File: src/rtl/xbar_cluster_demux_n.sv
// rtl/xbar_cluster_demux_n.sv - 1-to-NB_SLAVE cluster bus demux with in-order responses
// Address decode, outstanding tracking, and an internal error responder for unmapped addresses.
module xbar_cluster_demux_n #(
  parameter int NB_SLAVE        = 3,
  parameter int ADDR_WIDTH      = 32,
  parameter int DATA_WIDTH      = 32,
  parameter int ATOP_WIDTH      = 6,
  parameter int MAX_OUTSTANDING = 4,
  parameter logic [DATA_WIDTH-1:0] ERR_RDATA = 32'hBADACCE5,
  localparam int BE_WIDTH       = DATA_WIDTH / 8
) (
  input  logic                           clk_i,
  input  logic                           rst_i,
  input  logic                           core_req_i,
  input  logic [ADDR_WIDTH-1:0]          core_add_i,
  input  logic                           core_we_i,
  input  logic [ATOP_WIDTH-1:0]          core_atop_i,
  input  logic [DATA_WIDTH-1:0]          core_wdata_i,
  input  logic [BE_WIDTH-1:0]            core_be_i,
  input  logic                           core_barrier_i,
  input  logic                           core_exec_stall_i,
  input  logic                           core_exec_cancel_i,
  output logic                           core_gnt_o,
  output logic                           core_busy_o,
  input  logic                           core_r_gnt_i,
  output logic                           core_r_valid_o,
  output logic [DATA_WIDTH-1:0]          core_r_rdata_o,
  output logic                           core_r_err_o,
  input  logic [NB_SLAVE*ADDR_WIDTH-1:0] rule_base_i,
  input  logic [NB_SLAVE*ADDR_WIDTH-1:0] rule_mask_i,
  output logic [NB_SLAVE-1:0]            slv_req_o,
  output logic [NB_SLAVE*ADDR_WIDTH-1:0] slv_add_o,
  output logic [NB_SLAVE-1:0]            slv_we_o,
  output logic [NB_SLAVE*ATOP_WIDTH-1:0] slv_atop_o,
  output logic [NB_SLAVE*DATA_WIDTH-1:0] slv_wdata_o,
  output logic [NB_SLAVE*BE_WIDTH-1:0]   slv_be_o,
  input  logic [NB_SLAVE-1:0]            slv_gnt_i,
  output logic [NB_SLAVE-1:0]            slv_r_gnt_o,
  input  logic [NB_SLAVE-1:0]            slv_r_valid_i,
  input  logic [NB_SLAVE*DATA_WIDTH-1:0] slv_r_rdata_i
);

  localparam int CNT_W = $clog2(MAX_OUTSTANDING + 1);
  localparam int TGT_W = $clog2(NB_SLAVE + 1);
  localparam logic [CNT_W-1:0] MAX_CNT = CNT_W'(MAX_OUTSTANDING);
  localparam logic [TGT_W-1:0] ERR_TGT = TGT_W'(NB_SLAVE);

  logic [CNT_W-1:0]      cnt_q, cnt_d;
  logic [TGT_W-1:0]      cur_tgt_q, cur_tgt_d;
  logic                  err_pend_q, err_pend_d;
  logic [TGT_W-1:0]      tgt;
  logic                  tgt_gnt;
  logic                  allow;
  logic                  accept;
  logic                  beat;
  logic                  sel_valid;
  logic [DATA_WIDTH-1:0] sel_rdata;
  logic                  cur_is_err;

  // Descending scan so the lowest matching index overrides higher ones.
  always_comb begin
    tgt = ERR_TGT;
    for (int i = NB_SLAVE - 1; i >= 0; i--) begin
      if ((core_add_i & rule_mask_i[i*ADDR_WIDTH +: ADDR_WIDTH]) ==
          rule_base_i[i*ADDR_WIDTH +: ADDR_WIDTH]) begin
        tgt = TGT_W'(i);
      end
    end
  end

  always_comb begin
    tgt_gnt = 1'b0;
    if (tgt == ERR_TGT) begin
      tgt_gnt = ~err_pend_q;
    end else begin
      for (int i = 0; i < NB_SLAVE; i++) begin
        if (tgt == TGT_W'(i)) tgt_gnt = slv_gnt_i[i];
      end
    end
  end

  // Switching targets waits for a full drain so responses come back in request order.
  assign allow = core_req_i & ~core_exec_cancel_i & ~core_exec_stall_i
               & ~(core_barrier_i & (cnt_q != '0)) & (cnt_q < MAX_CNT)
               & ((cnt_q == '0) | (tgt == cur_tgt_q)) & ~rst_i;

  assign core_gnt_o  = allow & tgt_gnt;
  assign core_busy_o = (cnt_q != '0);

  always_comb begin
    for (int i = 0; i < NB_SLAVE; i++) begin
      slv_req_o[i] = allow & (tgt == TGT_W'(i));
    end
  end

  assign slv_add_o   = {NB_SLAVE{core_add_i}};
  assign slv_we_o    = {NB_SLAVE{core_we_i}};
  assign slv_atop_o  = {NB_SLAVE{core_atop_i}};
  assign slv_wdata_o = {NB_SLAVE{core_wdata_i}};
  assign slv_be_o    = {NB_SLAVE{core_be_i}};

  assign cur_is_err = (cur_tgt_q == ERR_TGT);

  always_comb begin
    sel_valid = 1'b0;
    sel_rdata = '0;
    if (cur_is_err) begin
      sel_valid = err_pend_q;
      sel_rdata = ERR_RDATA;
    end else begin
      for (int i = 0; i < NB_SLAVE; i++) begin
        if (cur_tgt_q == TGT_W'(i)) begin
          sel_valid = slv_r_valid_i[i];
          sel_rdata = slv_r_rdata_i[i*DATA_WIDTH +: DATA_WIDTH];
        end
      end
    end
  end

  assign core_r_valid_o = sel_valid & (cnt_q != '0) & ~rst_i;
  assign core_r_rdata_o = rst_i ? '0 : sel_rdata;
  assign core_r_err_o   = core_r_valid_o & cur_is_err;

  // Non-current ports are always ready so stray responses are discarded.
  always_comb begin
    for (int i = 0; i < NB_SLAVE; i++) begin
      if (rst_i) begin
        slv_r_gnt_o[i] = 1'b0;
      end else if (cur_tgt_q == TGT_W'(i)) begin
        slv_r_gnt_o[i] = core_r_gnt_i;
      end else begin
        slv_r_gnt_o[i] = 1'b1;
      end
    end
  end

  assign accept = core_req_i & core_gnt_o;
  assign beat   = core_r_valid_o & core_r_gnt_i;

  always_comb begin
    cnt_d      = cnt_q;
    cur_tgt_d  = cur_tgt_q;
    err_pend_d = err_pend_q;
    if (accept && !beat) begin
      cnt_d = cnt_q + CNT_W'(1);
    end else if (!accept && beat) begin
      cnt_d = cnt_q - CNT_W'(1);
    end
    if (accept) begin
      cur_tgt_d = tgt;
    end
    if (accept && (tgt == ERR_TGT)) begin
      err_pend_d = 1'b1;
    end else if (beat && cur_is_err) begin
      err_pend_d = 1'b0;
    end
  end

  always_ff @(posedge clk_i or posedge rst_i) begin
    if (rst_i) begin
      cnt_q      <= '0;
      cur_tgt_q  <= '0;
      err_pend_q <= 1'b0;
    end else begin
      cnt_q      <= cnt_d;
      cur_tgt_q  <= cur_tgt_d;
      err_pend_q <= err_pend_d;
    end
  end

endmodule
File: config.mk
export PLATFORM = sky130hd
export DESIGN_NAME = xbar_cluster_demux_n
export DESIGN_NICKNAME = d
export VERILOG_FILES = /design/src/rtl/xbar_cluster_demux_n.sv
export SDC_FILE = /design/constraint.sdc
export NUM_CORES = 1
export LEC_CHECK = 0
export ABC_CLOCK_PERIOD_IN_PS = 3550
export BUFFER_PORTS_ARGS = -buffer_cell sky130_fd_sc_hd__buf_2
export CAP_MARGIN = 20
export CORE_AREA = 2 2 248 250
export CTS_CLUSTER_DIAMETER = 100
export DETAILED_ROUTE_END_ITERATION = 6
export DIE_AREA = 0 0 250 252
export PLACE_DENSITY = 0.32
export SYNTH_ARGS = -nofsm -noshare
export SYNTH_HDL_FRONTEND = slang
export SYNTH_SLANG_ARGS = --single-unit
File: constraint.sdc
create_clock -name clk_i -period 3.55 [get_ports clk_i]
set_input_delay 0.71 -clock clk_i [delete_from_list [all_inputs] [get_ports clk_i]]
set_output_delay 0.71 -clock clk_i [all_outputs]
set_load 0.02 [all_outputs]
# [Word-level counts from Yosys, hierarchy flattened]
# Index checks and enable logic that the tools add are counted.
[word_totals] ff_bits=6 input_bits=376 out_inout_bits=267 elab_cells=79
[classes] addsub=2 magnitude_cmp=1 eq_ne=10 mux=26 bitwise=25 reduce_logical=12
[ops] op="32-bit 2-to-1 mux" n=5
[ops] op="32-bit bitwise AND" n=3
[ops] op="32-bit equality test" n=3
[ops] op="1-bit 2-to-1 mux" n=17
[ops] op="1-bit bitwise AND" n=16
[ops] op="2-bit equality test (second input constant)" n=4
[ops] op="3-bit 2-to-1 mux" n=2
[ops] op="1-bit inverter" n=5
[ops] op="2-bit by 1-bit equality test with 1-bit output (second input constant)" n=2
[ops] op="1-bit logical AND" n=4
[ops] op="2-bit zero test" n=2
[ops] op="2-bit 2-to-1 mux" n=2
[ops] op="2-bit nonzero test" n=2
[ops] op="3-bit by 1-bit adder with 3-bit output (second input constant)" n=1
[ops] op="3-bit zero test" n=1
[ops] op="3-bit less-than comparator (second input constant)" n=1
[ops] op="3-bit nonzero test" n=1
[ops] op="3-bit by 1-bit subtractor with 3-bit output (second input constant)" n=1
[ops] op="2-bit equality test" n=1
[ops] op="1-bit zero test" n=2
[ops] op="1-bit bitwise OR" n=1

# [Depth between registers and ports, before layout]
# Gate-level depths: netlist of the first run.
[logic_depth] depth_word=16 depth_mapped=13 ltp_nobuf=13

# [Worst setup path after synthesis of the first run]
# No wires, ideal clock.
[synth_timing] kind="in2out" startpoint="in rule_mask_i[0]" endpoint="out core_gnt_o" arrival_ps=3270 required_ps=2840 setup_slack_ps=-430 stages=7 path_buffers=0 path_cell_list="a21o_2 > a211oi_2 > nand4_1 > nor4_4 > nand2_1 > a211o_1 > a2111oi_0"
[synth_between] elab_chain_len=9 word_cells_on_any_way=16 cone_classes="eq/ne (5); mux (5); bitwise (5); reduce/logical (1)"
[synth_rtl] element="start: declaration" line="30" source="input logic [NB_SLAVE*ADDR_WIDTH-1:0] rule_mask_i,"
[synth_rtl] element="32-bit bitwise AND (*)" line="64" source="if ((core_add_i & rule_mask_i[i*ADDR_WIDTH +: ADDR_WIDTH]) =="
[synth_rtl] element="32-bit equality test (*)" line="64"
[synth_rtl] element="2-bit 2-to-1 mux (*)" line="64"
[synth_rtl] element="2-bit zero test" line="77" source="if (tgt == TGT_W'(i)) tgt_gnt = slv_gnt_i[i];"
[synth_rtl] element="1-bit 2-to-1 mux (3 in a row)" line="77"
[synth_rtl] element="1-bit 2-to-1 mux" line="73" source="if (tgt == ERR_TGT) begin"
[synth_rtl] element="1-bit bitwise AND (*)" line="87" source="assign core_gnt_o = allow & tgt_gnt;"
[synth_rtl] element="end: declaration" line="23" source="output logic core_gnt_o,"
# Every way passes the cells marked *; elsewhere a longest branch is shown, timed or not.

# [Worst setup path after layout of the first run]
[layout_timing] startpoint="in core_add_i[7]" endpoint="reg cnt_q[2]"
[layout_between] elab_chain_len=15 word_cells_on_any_way=28 cone_classes="eq/ne (7); mux (8); bitwise (8); reduce/logical (5)"
[layout_rtl] element="start: declaration" line="15" source="input logic [ADDR_WIDTH-1:0] core_add_i,"
[layout_rtl] element="32-bit bitwise AND" line="64"
[layout_rtl] element="32-bit equality test" line="64"
[layout_rtl] element="1-bit 2-to-1 mux" line="64"
[layout_rtl] element="2-bit 2-to-1 mux" line="64"
[layout_rtl] element="2-bit 2-to-1 mux (*)" line="64"
[layout_rtl] element="2-bit zero test" line="77"
[layout_rtl] element="1-bit 2-to-1 mux (3 in a row)" line="77"
[layout_rtl] element="1-bit 2-to-1 mux" line="73"
[layout_rtl] element="1-bit bitwise AND (*)" line="87"
[layout_rtl] element="1-bit bitwise AND (*)" line="137" source="assign accept = core_req_i & core_gnt_o;"
[layout_rtl] element="named net accept" line="54" source="logic accept;"
[layout_rtl] element="1-bit zero test" line="146" source="end else if (!accept && beat) begin"
[layout_rtl] element="1-bit logical AND" line="146"
[layout_rtl] element="2-bit nonzero test (no line)"
[layout_rtl] element="end signal: assignment" line="165" source="cnt_q <= cnt_d;"
[layout_rtl] element="end: declaration" line="48" source="logic [CNT_W-1:0] cnt_q, cnt_d;"
# The timed path passes the listed nets; every way through them passes the cells marked *.
# A chain may end at the register's enable or synchronous reset.

==> flow_metrics.py, run 1 <==
metrics = {
    "route": {
        "viasPerCell": 3.29,
        "dr.pass1.iters": 7,
        "vias": 5819,
        "drc": 0,
        "wirelength_mm": 28.0,
        "wire_per_inst_um": 15.8,
        "drtIter0Drc": 289,
        "final_antenna_net_count": 0,
    },
    "placement": {
        "place_ws_ps": -1300,
        "io_buffers": 470,
        "gp_congestion": 0.811,
        "hpwl_mm": 25.3,
    },
    "synth": {
        "yosys.area_share.simple_pct": 22.8,
        "synthArstFlopShare_pct": 100,
        "syn_avg_cell_area_um2": 7.18,
        "yosysSeqAreaShare_pct": 3.15,
        "syn_inst": 665,
        "synth_fa_ha_area_share_pct": 0.682,
        "synthXorXnorAreaFrac_pct": 0.734,
        "yosysTopAreaCell": "buf_4",
        "synth_top_family_by_area": "buffers and inverters",
        "synth_top_flop_cell": "dfrtp_1",
        "synth_area_mm2": 0.00477,
        "synth_warnings": 0,
        "synth_edf_count": 0,
        "synthMuxAreaShare_pct": 7.99,
        "ys_seq_elements": 6,
        "syn_nets": 1043,
        "yosys.area.top_type_share_pct": 35.4,
        "synth_compound_area_share_pct": 27.6,
        "synthDistinctLibCells": 46,
        "synth.area.top_cells": "buf_4 (35%), a21oi_1 (6.7%), and3_1 (5.8%)",
    },
    "final_layout": {
        "fill_cells": 7058,
        "layout-drive-gt1-share_pct": 63.9,
        "area_delta_synth_final_pct": 55.4,
        "final_nets": 1363,
    },
    "clocking": {
        "h-tree-depth": 1,
        "cts.sinks": 6,
        "cts_buffer_depth": 2,
        "cts_buffers": 3,
        "root_buffer": "clkbuf_16",
        "clkLatencyLatePin_ps": 230,
        "cts_hold_buffers": 0,
        "clkTransAtPathRegs_ps": 30,
        "cts_tree": "built",
    },
    "setup_path": {
        "r2r_cells": 11,
        "crit_end": "cnt_q[2]",
        "worstPathRequired_ps": 3700,
        "cp-startpoint": "core_add_i[7]",
        "r2r-end": "cnt_q[2]",
        "crit_type": "in -> reg",
        "crit_path_start_kind": "input port",
        "rr_startpoint": "cur_tgt_q[0]",
        "cp-end-kind": "flip-flop",
        "arrival_ps": 4120,
        "crit_fanout": 5,
        "r2r_setup_slack_ps": 830,
    },
    "sta": {
        "finalHoldViolCount": 0,
        "rsz0062_at_grt": "yes",
        "fin_ws_ps": -417,
        "max_slew_margin_pct": 64.3,
        "setup_viol_count_final": 6,
        "fmax_ghz": 0.252,
        "clock_skew_ps": 1.04,
        "worstMarginPinSlew_ps": 536,
        "timing.final.max_slew_violations": 0,
        "period_minus_slack_ps": 3970,
        "timing.final.crit_share_pct": 112,
        "totalNegativeSetupSlack_ps": -2160,
    },
    "flow_run": {
        "maxCapViolCount": 0,
    },
    "floorplan": {
        "start_util_pct": 7.94,
        "fp.dieH_um": 252,
        "die_x_um": 250,
        "rows": 90,
        "dieArea_mm2": 0.0630,
        "io_pins": 643,
        "coreArea_mm2": 0.0601,
    },
    "grt": {
        "grt_overflow": 0,
        "grt_pass1_vias": 5730,
        "grt_pass1_wl_mm": 38.5,
        "grt_use_total_pct": 8.18,
        "grt_max_degree": 37,
        "grt_antenna_before_repair": 5,
    },
    "power_and_ir_drop": {
        "p_leak_nw": 3.91,
        "power.density_mw_per_mm2": 287,
        "peakVddDrop_mv": 0.200,
    },
    "min_path": {
        "hold_start": "cnt_q[2]",
        "hp-class": "reg -> reg",
    },
    "outcome": {
        "status": "finished, violations left",
        "violations": "setup timing",
    },
}
==> cell usage after synthesis (2+ instances only) <==
master and count:
a211oi_1 20, a211oi_2 4, a21boi_0 24, a21o_1 22, a21o_2 2, a21oi_1 64, and3_1 44, and3_2 5
and3b_1 21, and3b_2 4, buf_4 225, clkbuf_1 14, dfrtp_1 6, inv_1 6, mux2_2 21, mux2i_1 13
nand2_1 7, nand3_1 24, nand4_1 13, nor2_1 51, nor2b_1 2, nor3_1 2, nor4_1 3, nor4_4 2
o22a_1 24, o22ai_1 20, xnor2_1 2, xor2_1 2
==> area by class of cell <==
type,instances,area (um2),share of cell area (%)
Timing Repair Buffer,555,3160,42.6
Multi-Input combinational cell,413,3020,40.7
Tap cell,782,978,13.2
Sequential cell,6,150,2.02
Clock buffer,3,75.1,1.01
Inverter,6,22.5,0.304
Antenna cell,5,12.5,0.169
==> cells in the final DEF (no fill, tap or decap), types with 2 or more instances in the layout <==
cell type / n
nor2_1: 51
a21o_1: 22
buf_12: 6
nor4_1: 3
inv_1: 5
buf_4: 75
o22ai_1: 20
a21boi_0: 24
diode_2: 5
nand3_1: 24
buf_6: 13
a211oi_1: 7
and3_2: 5
mux2i_1: 13
and3_1: 44
nor3_1: 2
a2111oi_4: 2
xor2_1: 2
nand4_1: 13
dfrtp_1: 6
a21oi_1: 60
and3b_2: 5
o22a_1: 24
a21o_2: 2
mux2_2: 21
xnor2_2: 2
buf_8: 2
nor2b_1: 2
nand2_1: 7
buf_2: 459
a21oi_2: 4
clkbuf_16: 3
a211oi_4: 2
and3b_1: 20
a211oi_2: 15
nor4_4: 3
==> per-stage QoR <==
stage | cells | hold WS, ps | utilization [%] | instance area (um2) | power (mW)
6_report | 1770 | 503 | 12.3 | 7420 | 2.13
5_1_grt | 1766 | 523 | 12.3 | 7410 | 2.30
4_1_cts | 1762 | 510 | 12.2 | 7310 | 2.13
3_5_place_dp | 1754 | 504 | 11.7 | 7020 | 1.88
3_3_place_gp | 1754 | 517 | 11.7 | 7020 | 1.88
2_1_floorplan | 665 | 462 | - | 4790 | 1.43
==> state kept, by name (all words and copies together), names as in the netlist <==
register    count
cnt_q           3
cur_tgt_q       2
err_pend_q      1
==> worst max-delay path, stage by stage <==
cell and delay, ps:
buf_2 130, a21o_1 170, a211oi_1 390, buf_4 190
nand4_1 130, nor4_4 290, buf_6 160, nand3b_1 80
a211o_1 340, buf_6 150, a2111oi_4 370, ha_4 200
inv_2 40, fa_2 320, xor2_1 150, nor2_1 140
xor2_1 150
==> report_power, final <==
part / switching [mW] / leakage, nW / internal [mW]
clock: 0.0351 / 0.0370 / 0.144
sequential: 0.0512 / 0.0714 / 0.103
combinational: 1.01 / 3.80 / 0.782
==> kinds of logic after synthesis <==
family | after synthesis
mux | 35
xor+xnor | 4
simple gates | 184
buf+inv | 246
flops | 6
compound gates | 188
fa+ha+maj | 2
==> worst min path at each step <==
stage                     to  slack, ps  depth (start not counted)
CTS                 cnt_q[2]        510                          1
global route        cnt_q[2]        520                          1
finish              cnt_q[2]        500                          1
detailed placement  cnt_q[2]        500                          1
floorplan           cnt_q[2]        460                          1
global placement    cnt_q[2]        520                          1
==> repair_timing <==
action                     4_1_cts  5_1_grt
setup endpoints to repair       10        8
pin swaps                       24       11
cloned                           0        0
buffers inserted                 6        3
gates resized for setup         41       19
==> metal layers <==
metal | global-route usage [%] | up-vias | wire [um]
met2 | 13.9 | 246 | 13400
li1 | - | 2846 | -
met5 | 0 | - | 47
met4 | 1.49 | 8 | 384
met1 | 10.7 | 2681 | 12300
met3 | 1.82 | 38 | 1880
Note: power is estimated with default switching activity, not from simulation.
==> run 2: changes to the inputs <==
--- a/config.mk
+++ b/config.mk
@@ -13,6 +13,7 @@
 export DETAILED_ROUTE_END_ITERATION = 6
 export DIE_AREA = 0 0 250 252
 export PLACE_DENSITY = 0.32
+export SETUP_SLACK_MARGIN = 0.1
 export SYNTH_ARGS = -nofsm -noshare
 export SYNTH_HDL_FRONTEND = slang
 export SYNTH_SLANG_ARGS = --single-unit
==> constraint.sdc (replaced) <==
create_clock -name clk_i -period 3.55 [get_ports clk_i]
set_input_delay 0 -clock clk_i [delete_from_list [all_inputs] [get_ports clk_i]]
set_output_delay 0 -clock clk_i [all_outputs]
set_load 0.02 [all_outputs]
==> run 2 against run 1 <==
Against the previous run:
- the run now ends clean
- worst hold slack got worse by 500 ps
- die area unchanged
- maximum frequency increased by 24%
- critical path type unchanged
- largest power group unchanged
==> flow_metrics.py, run 2 (synthesized netlist as in run 1, its figures left out) <==
metrics = {
    "outcome": {
        "status": "finished clean",
    },
    "sta": {
        "period_minus_slack_ps": 3200,
        "finalHoldViolCount": 0,
        "setup_viol_count_final": 0,
        "fmax_ghz": 0.312,
        "rsz0062_at_grt": "no",
        "timing.final.crit_share_pct": 90.2,
        "timing.final.max_slew_violations": 0,
        "max_slew_margin_pct": 56.0,
        "fin_ws_ps": 349,
        "clock_skew_ps": 2.75,
        "whs_ps": 0.0124,
        "worstMarginPinSlew_ps": 644,
    },
    "floorplan": {
        "io_pins": 643,
        "start_util_pct": 7.94,
        "dieArea_mm2": 0.0630,
        "fp.dieH_um": 252,
        "die_x_um": 250,
        "coreArea_mm2": 0.0601,
        "rows": 90,
    },
    "final_layout": {
        "seqCellArea_um2": 150,
        "area_delta_synth_final_pct": 41.9,
        "multi_input_area_mm2": 0.00291,
        "fill_cells": 7084,
        "final_cell_mix": "buf_2 (466), a21oi_1 (64), nor2_1 (51)",
        "finalInstanceArea_mm2": 0.00678,
        "largest_reg_flops": 3,
        "reg.largest.list": "cnt_q (3), cur_tgt_q (2), err_pend_q (1)",
        "top_register": "cnt_q",
        "layout_commonest_cell": "buf_2",
        "final_nets": 1312,
        "layout-drive-gt1-share_pct": 60.1,
    },
    "route": {
        "viasPerCell": 3.30,
        "wire_per_inst_um": 16.7,
        "wirelength_mm": 28.7,
        "drtIter0Drc": 258,
        "dr.pass1.iters": 4,
        "final_antenna_net_count": 0,
        "drc": 0,
        "vias": 5662,
    },
    "setup_path": {
        "crit_slowest_cell": "a211o_1",
        "arrival_ps": 3310,
        "critPathBufInv": 4,
        "cp_top_family": "simple AND/OR/NAND/NOR gates",
        "crit_type": "in -> reg",
        "cp-end-kind": "flip-flop",
        "crit_fanout": 9,
        "crit_path_cell_trace": "buf_4 > and3b_2 > a211oi_4 > buf_6 > nand4_1 > nor4_4 > buf_4 > nand3b_1 > a211o_1 > a2111oi_4 > ha_2 > inv_1 > fa_2 > xor2_1 > nor2_1 > xor2_1",
        "crit_path_start_kind": "input port",
        "critPathMaxStageDelay_ps": 350,
        "worstPathRequired_ps": 3660,
    },
    "clocking": {
        "cts_buffer_depth": 2,
        "clkTransAtPathRegs_ps": 30,
        "cts_tree": "built",
        "root_buffer": "clkbuf_16",
        "h-tree-depth": 1,
        "cts.sinks": 6,
        "cts_buffers": 3,
        "clkLatencyLatePin_ps": 230,
    },
    "power_and_ir_drop": {
        "power.density_mw_per_mm2": 298,
        "peakVddDrop_mv": 0.152,
        "p_leak_nw": 3.57,
        "power.total_mw": 2.02,
    },
    "placement": {
        "place_area_mm2": 0.00659,
        "io_buffers": 470,
        "place_ws_ps": -400,
        "gp_congestion": 0.831,
        "hpwl_mm": 26.1,
    },
    "grt": {
        "grt_max_degree": 37,
        "grt_overflow": 0,
        "grt_antenna_before_repair": 10,
        "grt_pass1_wl_mm": 38.2,
        "grt_use_total_pct": 8.29,
        "grt_pass1_vias": 5470,
    },
    "min_path": {
        "hp-class": "in -> out",
    },
    "flow_run": {
        "maxCapViolCount": 0,
    },
}
==> run 2: cell types whose count changed in the layout (fill, tap and decap cells not counted), moves of 4 or more <==
cell	before	now
a211oi_2	15	10
a21oi_1	60	64
a211oi_1	7	13
buf_12	6	0
buf_4	75	32
a21oi_2	4	0
buf_6	13	3
buf_2	459	466
==> run 2: routing by layer <==
metal  up-vias  part of all wire, %  GRT usage (%)
met5         -                 0.13              0
met4         6                  1.9           1.64
met3        49                  6.5           1.49
met2       244                   47           14.0
met1      2616                   44           11.1
li1       2747                    -              -
==> run 2: where the power goes <==
part / total [mW] / switching, mW / internal (mW)
logic: 1.67 / 0.971 / 0.697
registers: 0.173 / 0.0705 / 0.103
clock network: 0.179 / 0.0352 / 0.144
==> run 2: worst paths after layout <==
check	startpoint	endpoint	slack, ps	cells after the start
worst max-delay path	core_add_i[0]	cnt_q[2]	350	16
worst min-delay path	core_atop_i[5]	slv_atop_o[17]	0.01	0
worst max register to register	cur_tgt_q[1]	cnt_q[1]	760	8
worst min register to register	cnt_q[2]	cnt_q[2]	500	1
max in group asynchronous	rst_i	cur_tgt_q[1]	3000	3
min in group asynchronous	rst_i	cnt_q[2]	310	3
==> run 2: timing repair <==
action,CTS,global route
resized for setup,4,17
pin swaps,2,12
endpoints found under the setup margin,3,3
hold endpoints to repair,6,0
setup buffers,0,2
hold buffers,1,0
==> run 2: worst reg2reg max path, delay by kind of cell, from the launching register on <==
family	cells	cell delay, ps
flip-flops	1	700
adder cells (fa/ha/maj)	2	640
buffers and inverters	2	490
AND/OR/NAND/NOR	2	460
multiplexers	1	260
AO/OA/AOI/OAI	1	120
==> run 2: stage by stage <==
| step | setup TNS, ps | cells | util [%] |
|---|---|---|---|
| after floorplan | 0 | 665 | - |
| after global placement | -795 | 1708 | 11.0 |
| after detailed placement | -718 | 1708 | 11.0 |
| after CTS | 0 | 1712 | 11.1 |
| after global routing | 0 | 1715 | 11.3 |
| final | 0 | 1718 | 11.3 |
==> run 2: area by class of cell <==
cell class              count  area share [%]
clock buffers               3            1.11
diodes                      4           0.148
well taps                 782            14.4
multi-input cells         413            42.9
inverters                   6           0.332
flip-flops and latches      6            2.22
repair buffers            504            38.8
==> run 3: changes to the inputs <==
--- a/config.mk
+++ b/config.mk
@@ -13,6 +13,7 @@
 export DETAILED_ROUTE_END_ITERATION = 6
 export DIE_AREA = 0 0 250 252
 export PLACE_DENSITY = 0.32
+export RECOVER_POWER = 50
 export SETUP_SLACK_MARGIN = 0.1
 export SYNTH_ARGS = -nofsm -noshare
 export SYNTH_HDL_FRONTEND = slang
==> run 3 against run 2 <==
Against the previous run:
- via count rose by 0.19%
- maximum frequency barely moved
- non-clock buffer count did not move
- global-route usage did not move
- power fell by 0.10%
- count of clock-buffer cells in the layout did not move
- clock skew did not move
==> flow_metrics.py, run 3 (synthesized netlist as in run 1, its figures left out) <==
metrics = {
    "clocking": {
        "h-tree-depth": 1,
        "cts_tree": "built",
        "cts_buffer_depth": 2,
        "cts.sinks": 6,
        "clkTransAtPathRegs_ps": 30,
        "root_buffer": "clkbuf_16",
        "clkLatencyLatePin_ps": 230,
        "cts_buffers": 3,
    },
    "setup_path": {
        "crit_slowest_cell": "a211o_1",
        "critPathBufInv": 4,
        "crit_path_start_kind": "input port",
        "arrival_ps": 3310,
        "crit_fanout": 9,
        "cp-end-kind": "flip-flop",
        "critPathMaxStageDelay_ps": 350,
        "crit_type": "in -> reg",
        "worstPathRequired_ps": 3660,
        "crit_path_cell_trace": "buf_4 > and3b_2 > a211oi_4 > buf_6 > nand4_1 > nor4_4 > buf_4 > nand3b_1 > a211o_1 > a2111oi_4 > ha_2 > inv_1 > fa_2 > xor2_1 > nor2_1 > xor2_1",
        "cp_top_family": "simple AND/OR/NAND/NOR gates",
    },
    "sta": {
        "setup_viol_count_final": 0,
        "timing.final.max_slew_violations": 0,
        "worstMarginPinSlew_ps": 644,
        "timing.final.crit_share_pct": 90.2,
        "totalNegativeSetupSlack_ps": 0,
        "max_slew_margin_pct": 56.0,
        "fmax_ghz": 0.312,
        "period_minus_slack_ps": 3200,
        "finalHoldViolCount": 0,
        "clock_skew_ps": 2.75,
        "rsz0062_at_grt": "no",
    },
    "route": {
        "vias": 5673,
        "final_antenna_net_count": 0,
        "wire_per_inst_um": 16.7,
        "drc": 0,
        "dr.pass1.iters": 4,
        "drtIter0Drc": 258,
        "viasPerCell": 3.30,
        "wirelength_mm": 28.6,
    },
    "outcome": {
        "status": "finished clean",
    },
    "grt": {
        "grt_pass1_wl_mm": 38.2,
        "grt_max_degree": 37,
        "grt_use_total_pct": 8.29,
        "grt_overflow": 0,
        "grt_antenna_before_repair": 10,
        "grt_pass1_vias": 5470,
    },
    "final_layout": {
        "layout-drive-gt1-share_pct": 59.0,
        "layout_commonest_cell": "buf_2",
        "final_core_util_pct": 11.2,
        "finalInstanceArea_mm2": 0.00676,
        "reg.largest.list": "cnt_q (3), cur_tgt_q (2), err_pend_q (1)",
        "final_cell_mix": "buf_2 (456), a21oi_1 (64), nor2_1 (51)",
        "largest_reg_flops": 3,
        "fill_cells": 7085,
        "final_nets": 1312,
        "fin_cells": 1718,
        "top_register": "cnt_q",
        "area_delta_synth_final_pct": 41.7,
    },
    "placement": {
        "place_area_mm2": 0.00659,
        "dpl.cell_count": 1708,
        "io_buffers": 470,
        "gp_congestion": 0.831,
        "hpwl_mm": 26.1,
    },
    "floorplan": {
        "dieArea_mm2": 0.0630,
        "rows": 90,
        "io_pins": 643,
        "fp.dieH_um": 252,
        "die_x_um": 250,
        "coreArea_mm2": 0.0601,
        "start_util_pct": 7.94,
    },
    "power_and_ir_drop": {
        "power.density_mw_per_mm2": 299,
        "p_leak_nw": 3.54,
        "peakVddDrop_mv": 0.152,
    },
    "min_path": {
        "hp-class": "in -> out",
    },
    "flow_run": {
        "maxCapViolCount": 0,
    },
}
[run 3: cell count changes in the layout (fill, tap and decap cells not counted)]
cell and change:
buf_2 -10, clkbuf_1 +10
[run 3: final timing paths]
path	slack (ps)	end	cells past startpoint	from
max in group asynchronous	3000	cur_tgt_q[1]	3	rst_i
setup / recovery	350	cnt_q[2]	16	core_add_i[0]
hold / removal	0.01	slv_atop_o[17]	0	core_atop_i[5]
setup reg to reg	760	cnt_q[1]	8	cur_tgt_q[1]
min in group asynchronous	310	cnt_q[2]	3	rst_i
hold reg to reg	500	cnt_q[2]	1	cnt_q[2]
[run 3: repair_timing]
| action | in CTS | in global routing |
|---|---|---|
| gates resized for setup | 4 | 17 |
| pin swaps | 2 | 12 |
| endpoints found under the setup margin | 3 | 3 |
| hold buffers | 1 | 0 |
| endpoints found under the hold margin | 6 | 0 |
| setup buffers | 0 | 2 |
[run 3: worst reg2reg max path, stage by stage (launching register included)]
cell and delay (ps):
dfrtp_1 700, buf_4 420, o22ai_1 120, nor4_1 310, nand2_1 150, ha_2 220
inv_1 70, fa_2 420, mux2_2 260
[run 3: layer usage]
layer | part of all wire (%) | track usage [%]
met5 | 0.13 | 0
met4 | 1.9 | 1.64
met3 | 6.5 | 1.49
met2 | 48 | 14.0
met1 | 44 | 11.1
[run 3: where the power goes]
part	leakage (nW)	switching (mW)	internal, mW
registers	0.0714	0.0705	0.103
logic	3.43	0.971	0.695
clock network	0.0370	0.0352	0.144
total	3.54	1.08	0.942
[run 3: final cells by class]
| class | instances | area (um2) | area share (%) |
|---|---|---|---|
| Timing Repair Buffer | 504 | 2620 | 38.7 |
| Multi-Input combinational cell | 413 | 2910 | 43.0 |
| Clock buffer | 3 | 75.1 | 1.11 |
| Antenna cell | 4 | 10.0 | 0.148 |
| Tap cell | 782 | 978 | 14.5 |
| Sequential cell | 6 | 150 | 2.22 |
| Inverter | 6 | 22.5 | 0.333 |
[run 3: per-stage QoR]
stage               hold WS (ps)  worst slack [ps]  power [mW]
finish                    0.0124               348        2.02
global route              0.0490               116        2.19
CTS                        0.267               123        2.04
detailed placement         -28.8              -400        1.84
global placement           -26.4              -445        1.85
floorplan                   14.3               635        1.42
